===== src/rtl/alu_operand_collector_if.sv =====
// Operand/command bus between an operand source and the ALU operand collector.
// The source drives operands with per-operand valid flags; the collector returns completed sets.
interface alu_operand_collector_if #(
    parameter int unsigned DATA_WIDTH = 8
);
    logic                  CE;
    logic                  MODE;
    logic [3:0]            CMD;
    logic                  CIN;
    logic [DATA_WIDTH-1:0] OPA;
    logic [DATA_WIDTH-1:0] OPB;
    logic [1:0]            INP_VALID;
    logic                  out_valid;
    logic [DATA_WIDTH-1:0] out_opa;
    logic [DATA_WIDTH-1:0] out_opb;
    logic [3:0]            out_cmd;
    logic                  out_mode;
    logic                  out_cin;
    logic                  ERR;
    logic                  busy;

    modport master (
        output CE, MODE, CMD, CIN, OPA, OPB, INP_VALID,
        input  out_valid, out_opa, out_opb, out_cmd, out_mode, out_cin, ERR, busy
    );

    modport slave (
        input  CE, MODE, CMD, CIN, OPA, OPB, INP_VALID,
        output out_valid, out_opa, out_opb, out_cmd, out_mode, out_cin, ERR, busy
    );
endinterface


===== src/rtl/alu_operand_collector.sv =====
// Collects the operands an ALU command needs, possibly across cycles, and issues the set
// as a registered one-cycle pulse; a set missing an operand for TIMEOUT cycles is dropped.
module alu_operand_collector #(
    parameter int unsigned DATA_WIDTH = 8,
    parameter int unsigned TIMEOUT    = 16
) (
    input  logic                  clk,
    input  logic                  rst,
    alu_operand_collector_if.slave bus
);
    localparam int unsigned CntW = $clog2(TIMEOUT + 1);

    localparam logic [1:0] StIdle  = 2'd0;
    localparam logic [1:0] StWaitA = 2'd1;
    localparam logic [1:0] StWaitB = 2'd2;

    logic [1:0]            state_q, state_d;
    logic [CntW-1:0]       cnt_q, cnt_d, cnt_inc;
    logic [DATA_WIDTH-1:0] opa_q, opa_d, opb_q, opb_d;
    logic [3:0]            cmd_q, cmd_d;
    logic                  mode_q, mode_d, cin_q, cin_d;
    logic                  valid_q, valid_d, err_q, err_d;
    logic [DATA_WIDTH-1:0] out_opa_q, out_opa_d, out_opb_q, out_opb_d;
    logic [3:0]            out_cmd_q, out_cmd_d;
    logic                  out_mode_q, out_mode_d, out_cin_q, out_cin_d;
    logic                  need_a, need_b, covers, wait_hit;

    always_comb begin
        need_a = 1'b1;
        need_b = 1'b1;
        if (bus.MODE) begin
            if (bus.CMD inside {4'd4, 4'd5}) need_b = 1'b0;
            if (bus.CMD inside {4'd6, 4'd7}) need_a = 1'b0;
        end else begin
            if (bus.CMD inside {4'd6, 4'd8, 4'd9})   need_b = 1'b0;
            if (bus.CMD inside {4'd7, 4'd10, 4'd11}) need_a = 1'b0;
        end
    end

    assign covers   = (!need_a || bus.INP_VALID[0]) && (!need_b || bus.INP_VALID[1]);
    assign wait_hit = ((state_q == StWaitA) && bus.INP_VALID[0]) ||
                      ((state_q == StWaitB) && bus.INP_VALID[1]);
    assign cnt_inc  = cnt_q + CntW'(1);

    always_comb begin
        state_d    = state_q;
        cnt_d      = cnt_q;
        opa_d      = opa_q;
        opb_d      = opb_q;
        cmd_d      = cmd_q;
        mode_d     = mode_q;
        cin_d      = cin_q;
        out_opa_d  = out_opa_q;
        out_opb_d  = out_opb_q;
        out_cmd_d  = out_cmd_q;
        out_mode_d = out_mode_q;
        out_cin_d  = out_cin_q;
        valid_d    = 1'b0;
        err_d      = 1'b0;
        if (bus.CE) begin
            case (state_q)
                StIdle: begin
                    // Inputs are ignored while the previous result/error pulse is on the bus.
                    if (!valid_q && !err_q && (bus.INP_VALID != 2'b00)) begin
                        if (covers) begin
                            valid_d    = 1'b1;
                            out_opa_d  = bus.OPA;
                            out_opb_d  = bus.OPB;
                            out_cmd_d  = bus.CMD;
                            out_mode_d = bus.MODE;
                            out_cin_d  = bus.CIN;
                        end else begin
                            cmd_d  = bus.CMD;
                            mode_d = bus.MODE;
                            cin_d  = bus.CIN;
                            cnt_d  = '0;
                            if (need_a && bus.INP_VALID[0]) opa_d = bus.OPA;
                            if (need_b && bus.INP_VALID[1]) opb_d = bus.OPB;
                            state_d = (need_a && !bus.INP_VALID[0]) ? StWaitA : StWaitB;
                        end
                    end
                end
                StWaitA, StWaitB: begin
                    if (wait_hit) begin
                        valid_d    = 1'b1;
                        out_opa_d  = (state_q == StWaitA) ? bus.OPA : opa_q;
                        out_opb_d  = (state_q == StWaitB) ? bus.OPB : opb_q;
                        out_cmd_d  = cmd_q;
                        out_mode_d = mode_q;
                        out_cin_d  = cin_q;
                        cnt_d      = '0;
                        state_d    = StIdle;
                    end else if (cnt_inc == CntW'(TIMEOUT)) begin
                        err_d   = 1'b1;
                        cnt_d   = '0;
                        state_d = StIdle;
                    end else begin
                        cnt_d = cnt_inc;
                    end
                end
                default: begin
                    cnt_d   = '0;
                    state_d = StIdle;
                end
            endcase
        end
    end

    always_ff @(posedge clk or negedge rst) begin
        if (!rst) begin
            state_q    <= StIdle;
            cnt_q      <= '0;
            opa_q      <= '0;
            opb_q      <= '0;
            cmd_q      <= '0;
            mode_q     <= 1'b0;
            cin_q      <= 1'b0;
            valid_q    <= 1'b0;
            err_q      <= 1'b0;
            out_opa_q  <= '0;
            out_opb_q  <= '0;
            out_cmd_q  <= '0;
            out_mode_q <= 1'b0;
            out_cin_q  <= 1'b0;
        end else begin
            state_q    <= state_d;
            cnt_q      <= cnt_d;
            opa_q      <= opa_d;
            opb_q      <= opb_d;
            cmd_q      <= cmd_d;
            mode_q     <= mode_d;
            cin_q      <= cin_d;
            valid_q    <= valid_d;
            err_q      <= err_d;
            out_opa_q  <= out_opa_d;
            out_opb_q  <= out_opb_d;
            out_cmd_q  <= out_cmd_d;
            out_mode_q <= out_mode_d;
            out_cin_q  <= out_cin_d;
        end
    end

    assign bus.out_valid = valid_q;
    assign bus.ERR       = err_q;
    assign bus.busy      = (state_q == StWaitA) || (state_q == StWaitB);
    assign bus.out_opa   = out_opa_q;
    assign bus.out_opb   = out_opb_q;
    assign bus.out_cmd   = out_cmd_q;
    assign bus.out_mode  = out_mode_q;
    assign bus.out_cin   = out_cin_q;
endmodule


===== src/flat_wrapper.sv =====
// flat-port wrapper written by rule: the top's interface ports become plain ports
module alu_operand_collector_flat 
#(
    parameter int unsigned DATA_WIDTH = 8,
    parameter int unsigned TIMEOUT    = 16
)
  (clk, rst, bus_CE, bus_MODE, bus_CMD, bus_CIN, bus_OPA, bus_OPB, bus_INP_VALID, bus_out_valid, bus_out_opa, bus_out_opb, bus_out_cmd, bus_out_mode, bus_out_cin, bus_ERR, bus_busy);
  alu_operand_collector_if #(.DATA_WIDTH(DATA_WIDTH)) bus_i ();
  input  logic clk;
  input  logic rst;
  input wire logic [$bits(bus_i.CE)-1:0] bus_CE;
  input wire logic [$bits(bus_i.MODE)-1:0] bus_MODE;
  input wire logic [$bits(bus_i.CMD)-1:0] bus_CMD;
  input wire logic [$bits(bus_i.CIN)-1:0] bus_CIN;
  input wire logic [$bits(bus_i.OPA)-1:0] bus_OPA;
  input wire logic [$bits(bus_i.OPB)-1:0] bus_OPB;
  input wire logic [$bits(bus_i.INP_VALID)-1:0] bus_INP_VALID;
  output wire logic [$bits(bus_i.out_valid)-1:0] bus_out_valid;
  output wire logic [$bits(bus_i.out_opa)-1:0] bus_out_opa;
  output wire logic [$bits(bus_i.out_opb)-1:0] bus_out_opb;
  output wire logic [$bits(bus_i.out_cmd)-1:0] bus_out_cmd;
  output wire logic [$bits(bus_i.out_mode)-1:0] bus_out_mode;
  output wire logic [$bits(bus_i.out_cin)-1:0] bus_out_cin;
  output wire logic [$bits(bus_i.ERR)-1:0] bus_ERR;
  output wire logic [$bits(bus_i.busy)-1:0] bus_busy;
  assign bus_i.CE = bus_CE;
  assign bus_i.MODE = bus_MODE;
  assign bus_i.CMD = bus_CMD;
  assign bus_i.CIN = bus_CIN;
  assign bus_i.OPA = bus_OPA;
  assign bus_i.OPB = bus_OPB;
  assign bus_i.INP_VALID = bus_INP_VALID;
  assign bus_out_valid = bus_i.out_valid;
  assign bus_out_opa = bus_i.out_opa;
  assign bus_out_opb = bus_i.out_opb;
  assign bus_out_cmd = bus_i.out_cmd;
  assign bus_out_mode = bus_i.out_mode;
  assign bus_out_cin = bus_i.out_cin;
  assign bus_ERR = bus_i.ERR;
  assign bus_busy = bus_i.busy;
  alu_operand_collector #(.DATA_WIDTH(DATA_WIDTH), .TIMEOUT(TIMEOUT)) u_core (.clk(clk), .rst(rst), .bus(bus_i));
endmodule

===== config.mk =====
export PLATFORM = sky130hd
export DESIGN_NAME = alu_operand_collector_flat
export DESIGN_NICKNAME = d
export VERILOG_FILES = /design/src/rtl/alu_operand_collector_if.sv /design/src/rtl/alu_operand_collector.sv /design/src/flat_wrapper.sv
export SDC_FILE = /design/constraint.sdc
export NUM_CORES = 1
export LEC_CHECK = 0
export ABC_AREA = 1
export BUFFER_PORTS_ARGS = -buffer_cell sky130_fd_sc_hd__buf_2
export CELL_PAD_IN_SITES_DETAIL_PLACEMENT = 0
export CELL_PAD_IN_SITES_GLOBAL_PLACEMENT = 1
export CORE_MARGIN = 1
export CORE_UTILIZATION = 30
export DETAILED_ROUTE_END_ITERATION = 12
export PLACE_DENSITY_LB_ADDON = 0.08
export SETUP_SLACK_MARGIN = 0.2
export SKIP_CTS_REPAIR_TIMING = 1
export SLEW_MARGIN = 10
export SYNTH_ARGS = -nofsm -noshare
export SYNTH_HDL_FRONTEND = slang
export SYNTH_SLANG_ARGS = --single-unit

===== constraint.sdc =====
create_clock -name clk -period 3.2 [get_ports clk]
set_clock_uncertainty 0.1 [all_clocks]
set_input_delay 0.8 -clock clk [delete_from_list [all_inputs] [get_ports clk]]
set_output_delay 0.8 -clock clk [all_outputs]
set_load 0.01 [all_outputs]

-- After elaboration in Yosys (flattened, before gate mapping)
Index checks and enable logic that the tools add are counted.
- output and inout port bits: 25
- register bits: 53
- word-level logic and storage cells: 111
- input port bits: 27
- reduce and logical (&&, ||, !) cells: 31
- multiplexer cells: 48
- bitwise logic cells: 1
- eq/ne operators: 16
- $add $sub $neg: 1
- operators with widths (operator ; count):
    two-way mux 8 bit ; 8
    case mux 8 bit (2 select lines) ; 2
    two-way mux 1 bit ; 20
    two-way mux 5 bit ; 4
    == test 4 x 3 -> 1 bit, second input constant ; 4
    == test 4 bit, second input constant ; 4
    AND reduction 5 bit ; 3
    two-way mux 4 bit ; 3
    two-way mux 2 bit ; 5
    case mux 5 bit (2 select lines) ; 1
    logical AND 1 bit ; 8
    case mux 4 bit (2 select lines) ; 1
    AND reduction 4 bit ; 2
    nonzero test 2 bit ; 4
    inequality test 2 x 1 -> 1 bit, second input constant ; 3
    case mux 1 bit (2 select lines) ; 3
    nonzero test 3 bit ; 2
    adder 5 x 1 -> 5 bit, second input constant ; 1
    == test 5 bit, second input constant ; 1
    zero test 1 bit ; 5
    logical OR 1 bit ; 4
    case mux 2 bit (2 select lines) ; 1
    inequality test 3 x 1 -> 1 bit, second input constant ; 1
    AND reduction 3 bit ; 1
    6 further kinds ; 6

-- Longest topological paths before layout
- word-level depth: 11
- depth in mapped cells: 13
- gate-level depth less buffers: 12

-- Worst setup path before layout
No wires, ideal clock.
- path kind: input to register
- start point: input port bus_INP_VALID[0]
- end point: register u_core.opa_q[6]
- data required time: 2.979 ns
- setup time: 0.121 ns
- buffers on the path: 1
- slack: 1.301 ns
- cell stages on the path: 8
- arrival time: 1.678 ns
- cell sequence: nor2_1 nor3_2 nand2_1 nor2_1 nand3_2 buf_2 nand2_1 o21ai_1
- longest elaborated chain between the ends: 4
- elaborated cells between the ends (all ways): 7
- those cells by class: 1 x bitwise; 6 x reduce/logical
- ends and longest elaborated chain (what ; line ; source):
    from (decl) ; flat_wrapper.sv:17 ; input wire logic [$bits(bus_i.INP_VALID)-1:0] bus_INP_VALID;
    logical OR 1 bit ; alu_operand_collector.sv:40 ; assign covers = (!need_a || bus.INP_VALID[0]) && (!need_b || bus.INP_VALID[1]);
    logical AND 1 bit ; alu_operand_collector.sv:40 ;
    inverter 1 bit (no line) ; n/a ;
    AND reduction 5 bit (no line) (*) ; n/a ;
    to (signal assigned) ; alu_operand_collector.sv:128 ; opa_q <= opa_d;
    to (decl) ; alu_operand_collector.sv:19 ; logic [DATA_WIDTH-1:0] opa_q, opa_d, opb_q, opb_d;
Mark *: on every way between the ends. The rest lies on a longest branch, timed or not.
A chain may end at the register's enable or synchronous reset.

-- Worst setup path in the final report
- start point: register u_core.state_q[1]
- end point: register u_core.out_cmd_q[2], in the netlist u_core.bus.out_cmd[2]
- longest elaborated chain between the ends: 5
- elaborated cells between the ends (all ways): 13
- those cells by class: 5 x eq/ne; 1 x mux; 7 x reduce/logical
- ends and longest elaborated chain (what ; line ; source):
    from (decl) ; alu_operand_collector.sv:17 ; logic [1:0] state_q, state_d;
    from (signal assigned) ; alu_operand_collector.sv:111 ; state_q <= StIdle;
    from (signal assigned) ; alu_operand_collector.sv:126 ; state_q <= state_d;
    == test 2 x 1 -> 1 bit / == test 2 bit (equally long branches) ; alu_operand_collector.sv:41, alu_operand_collector.sv:61, alu_operand_collector.sv:42 ;
    logical AND 1 bit (on tied branches) ; alu_operand_collector.sv:41, alu_operand_collector.sv:42 ;
    logical OR 1 bit ; alu_operand_collector.sv:41 ; assign wait_hit = ((state_q == StWaitA) && bus.INP_VALID[0]) ||
    inequality test 2 x 1 -> 1 bit (no line) ; n/a ;
    AND reduction 5 bit (no line) ; n/a ;
    to (signal assigned) ; alu_operand_collector.sv:137 ; out_cmd_q <= out_cmd_d;
    to (decl) ; alu_operand_collector.sv:24 ; logic [3:0] out_cmd_q, out_cmd_d;
Parallel ways exist; a longest one is shown, timed or not.

==> metrics <==
status finished, final reports clean; CP bufs+invs 2; Final TNS setup 0 ns; CTS tree done; hpwl dp 4550 µm; final worst-path cycle share 84.0%; EDFF count, synth 0; Avg Inst Size Synth 8.41 µm²; Leakage 1.70 nW; Slowest cell on crit path nor3_4; crit-path max cell delay 0.73 ns; Final Worst Setup Slack 0.511 ns; fin crit period 2.69 ns; Die Y-Extent 97 µm; initial antenna violation count 0; Total Routing Usage GR 14.5%; P&R area growth vs syn 16.4%; post-route ant nets 0; Setup Viol. Count Final 0; DIE WIDTH 97 µm; post-synth top area share 49.0%; max-cap violations 0; reg2reg setup slack 0.51 ns; Initial DRC Count 66; clk buf depth 2; row cnt 34; CTS clk-pin slew, worst paths 0.11 ns; reg2reg start u_core.state_q[1]$_DFFE_PN0P_; count leader, synth nand2_1; IO buf count 51; Cell Chain, Critical Path inv_1 > ha_1 > inv_1 > o22ai_2 > nor2_2 > nor3_4 > nand2_2 > nand2_1 > nand2_1; R2R cell count 9; Worst slew margin 37.4%; Final Hold Fails 0; pin count of the biggest net entering global routing 24; CTS Root Cell clkbuf_8; Mapped Area 2710 µm²; Synth area leader dfrtp_1; share of layout cells above drive strength 1 26.5%; Crit path max-delay family simple AND/OR/NAND/NOR gates; syn nets 354; first drt pass iteration count 4; register area share after synthesis 49.0%; Synth area leaders dfrtp_1 (49%), nand2_1 (15%), mux2_2 (6.7%); fmax 0.372 GHz; initial cell density of the core 31.0%; Die Footprint 9410 µm²; Crit Reg-Reg Endpoint u_core.bus.out_cmd[2]$_DFFE_PN0P_; final WL 6360 µm; Max FO, Critical Path 23; crit start category flop; Synth Flop Type dfrtp_1; Slew Limit Fails 0; HP Class primary input to asynchronous set/reset pin; Async S/R FF share, synth 100%; grt ovf 0; # diodes 0; first-pass GRT wire length 10900 µm; PD cells 899 nW/µm²; Placement Cell Area 3060 µm²; cells after synthesis 322; Vias/cell 4.39; CP Capture Type flop; H-tree Lvls 2; synthesized flop and latch total 53; via count 2116; worst skew pair latency 0.31 ns; WP data required 3.30 ns; warnings from Yosys 0; Placer Congestion 0.737; Worst VDD drop 551 µV; Ports 52; CP arrival 2.79 ns; pre-CTS setup slack 0.0936 ns; Final Cell Area 3150 µm²; final core utilization 36.1%; Crit Path Class flop to flop; CORE AREA 8720 µm²; drt wl/cell 13.2 µm; Worst-Margin Slew 0.936 ns; DRC 0; Total Power 0.00283 W; final net count 405; RSZ-0062 raised after global routing no; Num CTS Buffers 5; vias in the first global route 2146; synth unique cells 27; Post-synth top cells nand2_1 (106), dfrtp_1 (53), nand3_1 (32); clk sinks 53
[worst register-to-register path, cell delays in order, from the launching register on]
cell,delay [ns]
dfrtp_1,0.43
inv_1,0.09
ha_1,0.14
inv_1,0.06
o22ai_2,0.20
nor2_2,0.12
nor3_4,0.73
nand2_2,0.49
nand2_1,0.18
nand2_1,0.06
[power breakdown]
part / total, W / internal [W] / switching [W]
logic: 0.00133 / 0.000531 / 0.000795
registers: 0.00111 / 0.000953 / 0.000158
clock network: 0.000396 / 0.000156 / 0.000240
total: 0.00283 / 0.00164 / 0.00119
[worst max-delay path by stage]
| stage | start | end | slack [ns] | cells after the start |
|---|---|---|---|---|
| detailed placement | bus_INP_VALID[0] | u_core.bus.out_cmd[2]$_DFFE_PN0P_ | 0.09 | 8 |
| floorplan | bus_INP_VALID[0] | u_core.opa_q[6]$_DFFE_PN0P_ | 1.30 | 8 |
| CTS | u_core.state_q[1]$_DFFE_PN0P_ | u_core.bus.out_cmd[2]$_DFFE_PN0P_ | 0.40 | 9 |
| global placement | bus_INP_VALID[0] | u_core.bus.out_opa[6]$_DFFE_PN0P_ | 0.14 | 8 |
| global route | u_core.state_q[1]$_DFFE_PN0P_ | u_core.bus.out_cmd[2]$_DFFE_PN0P_ | 0.21 | 9 |
| finish | u_core.state_q[1]$_DFFE_PN0P_ | u_core.bus.out_cmd[2]$_DFFE_PN0P_ | 0.51 | 9 |
[logic make-up after synthesis]
| logic type | count (synthesis) | synth area share [%] |
|---|---|---|
| simple gates | 167 | 27.8 |
| flops | 53 | 49.0 |
| mux | 16 | 6.65 |
| xor+xnor | 1 | 0.324 |
| compound gates | 35 | 6.75 |
| fa+ha+maj | 5 | 2.31 |
| buf+inv | 45 | 7.16 |
[per-stage QoR]
step,hold WS (ns),cells
floorplan,0.355,322
global placement,0.351,474
detailed placement,0.354,474
CTS,0.298,482
global route,0.312,482
finish,0.292,482
[cells in the final DEF, fill, tap and decap left out, types with 2 or more instances in the layout]
master | Yosys | layout
nand2_2 | 5 | 5
inv_2 | 6 | 6
buf_4 | 0 | 4
inv_1 | 28 | 28
nor2_1 | 10 | 10
nor2_2 | 2 | 2
dfrtp_1 | 53 | 53
nand2_1 | 106 | 106
nand4_1 | 3 | 3
o21ai_1 | 26 | 26
buf_2 | 8 | 51
nand3_1 | 32 | 32
a21oi_1 | 2 | 2
ha_1 | 5 | 5
clkbuf_8 | 0 | 5
nand3_2 | 2 | 2
o21ai_0 | 6 | 6
mux2_2 | 16 | 16
[flip-flops by register name, summed over array words and instances, names as in the netlist]
signal	flops
u_core.cin_q	1
u_core.opa_q	8
u_core.bus.out_cin	1
u_core.bus.out_valid	1
u_core.bus.out_mode	1
u_core.bus.out_opb	8
u_core.bus.ERR	1
u_core.state_q	2
u_core.bus.out_opa	8
u_core.bus.out_cmd	4
u_core.opb_q	8
u_core.mode_q	1
u_core.cmd_q	4
u_core.cnt_q	5
[metal layers]
metal / up-vias / wire, µm / GRT usage (%)
li1: 1135 / - / -
met1: 937 / 3390 / 21.1
met2: 37 / 2720 / 21.9
met3: 7 / 195 / 2.67
met4: 0 / 64 / 4.13
met5: - / 0 / 0
[layout make-up]
cell class,instances,area (µm²)
well taps,108,135
repair buffers,55,285
multi-input cells,224,1190
clock inverters,3,21.3
flip-flops and latches,53,1330
fillers,933,5570
clock buffers,5,68.8
inverters,34,128
(Power assumes the default switching activity.)
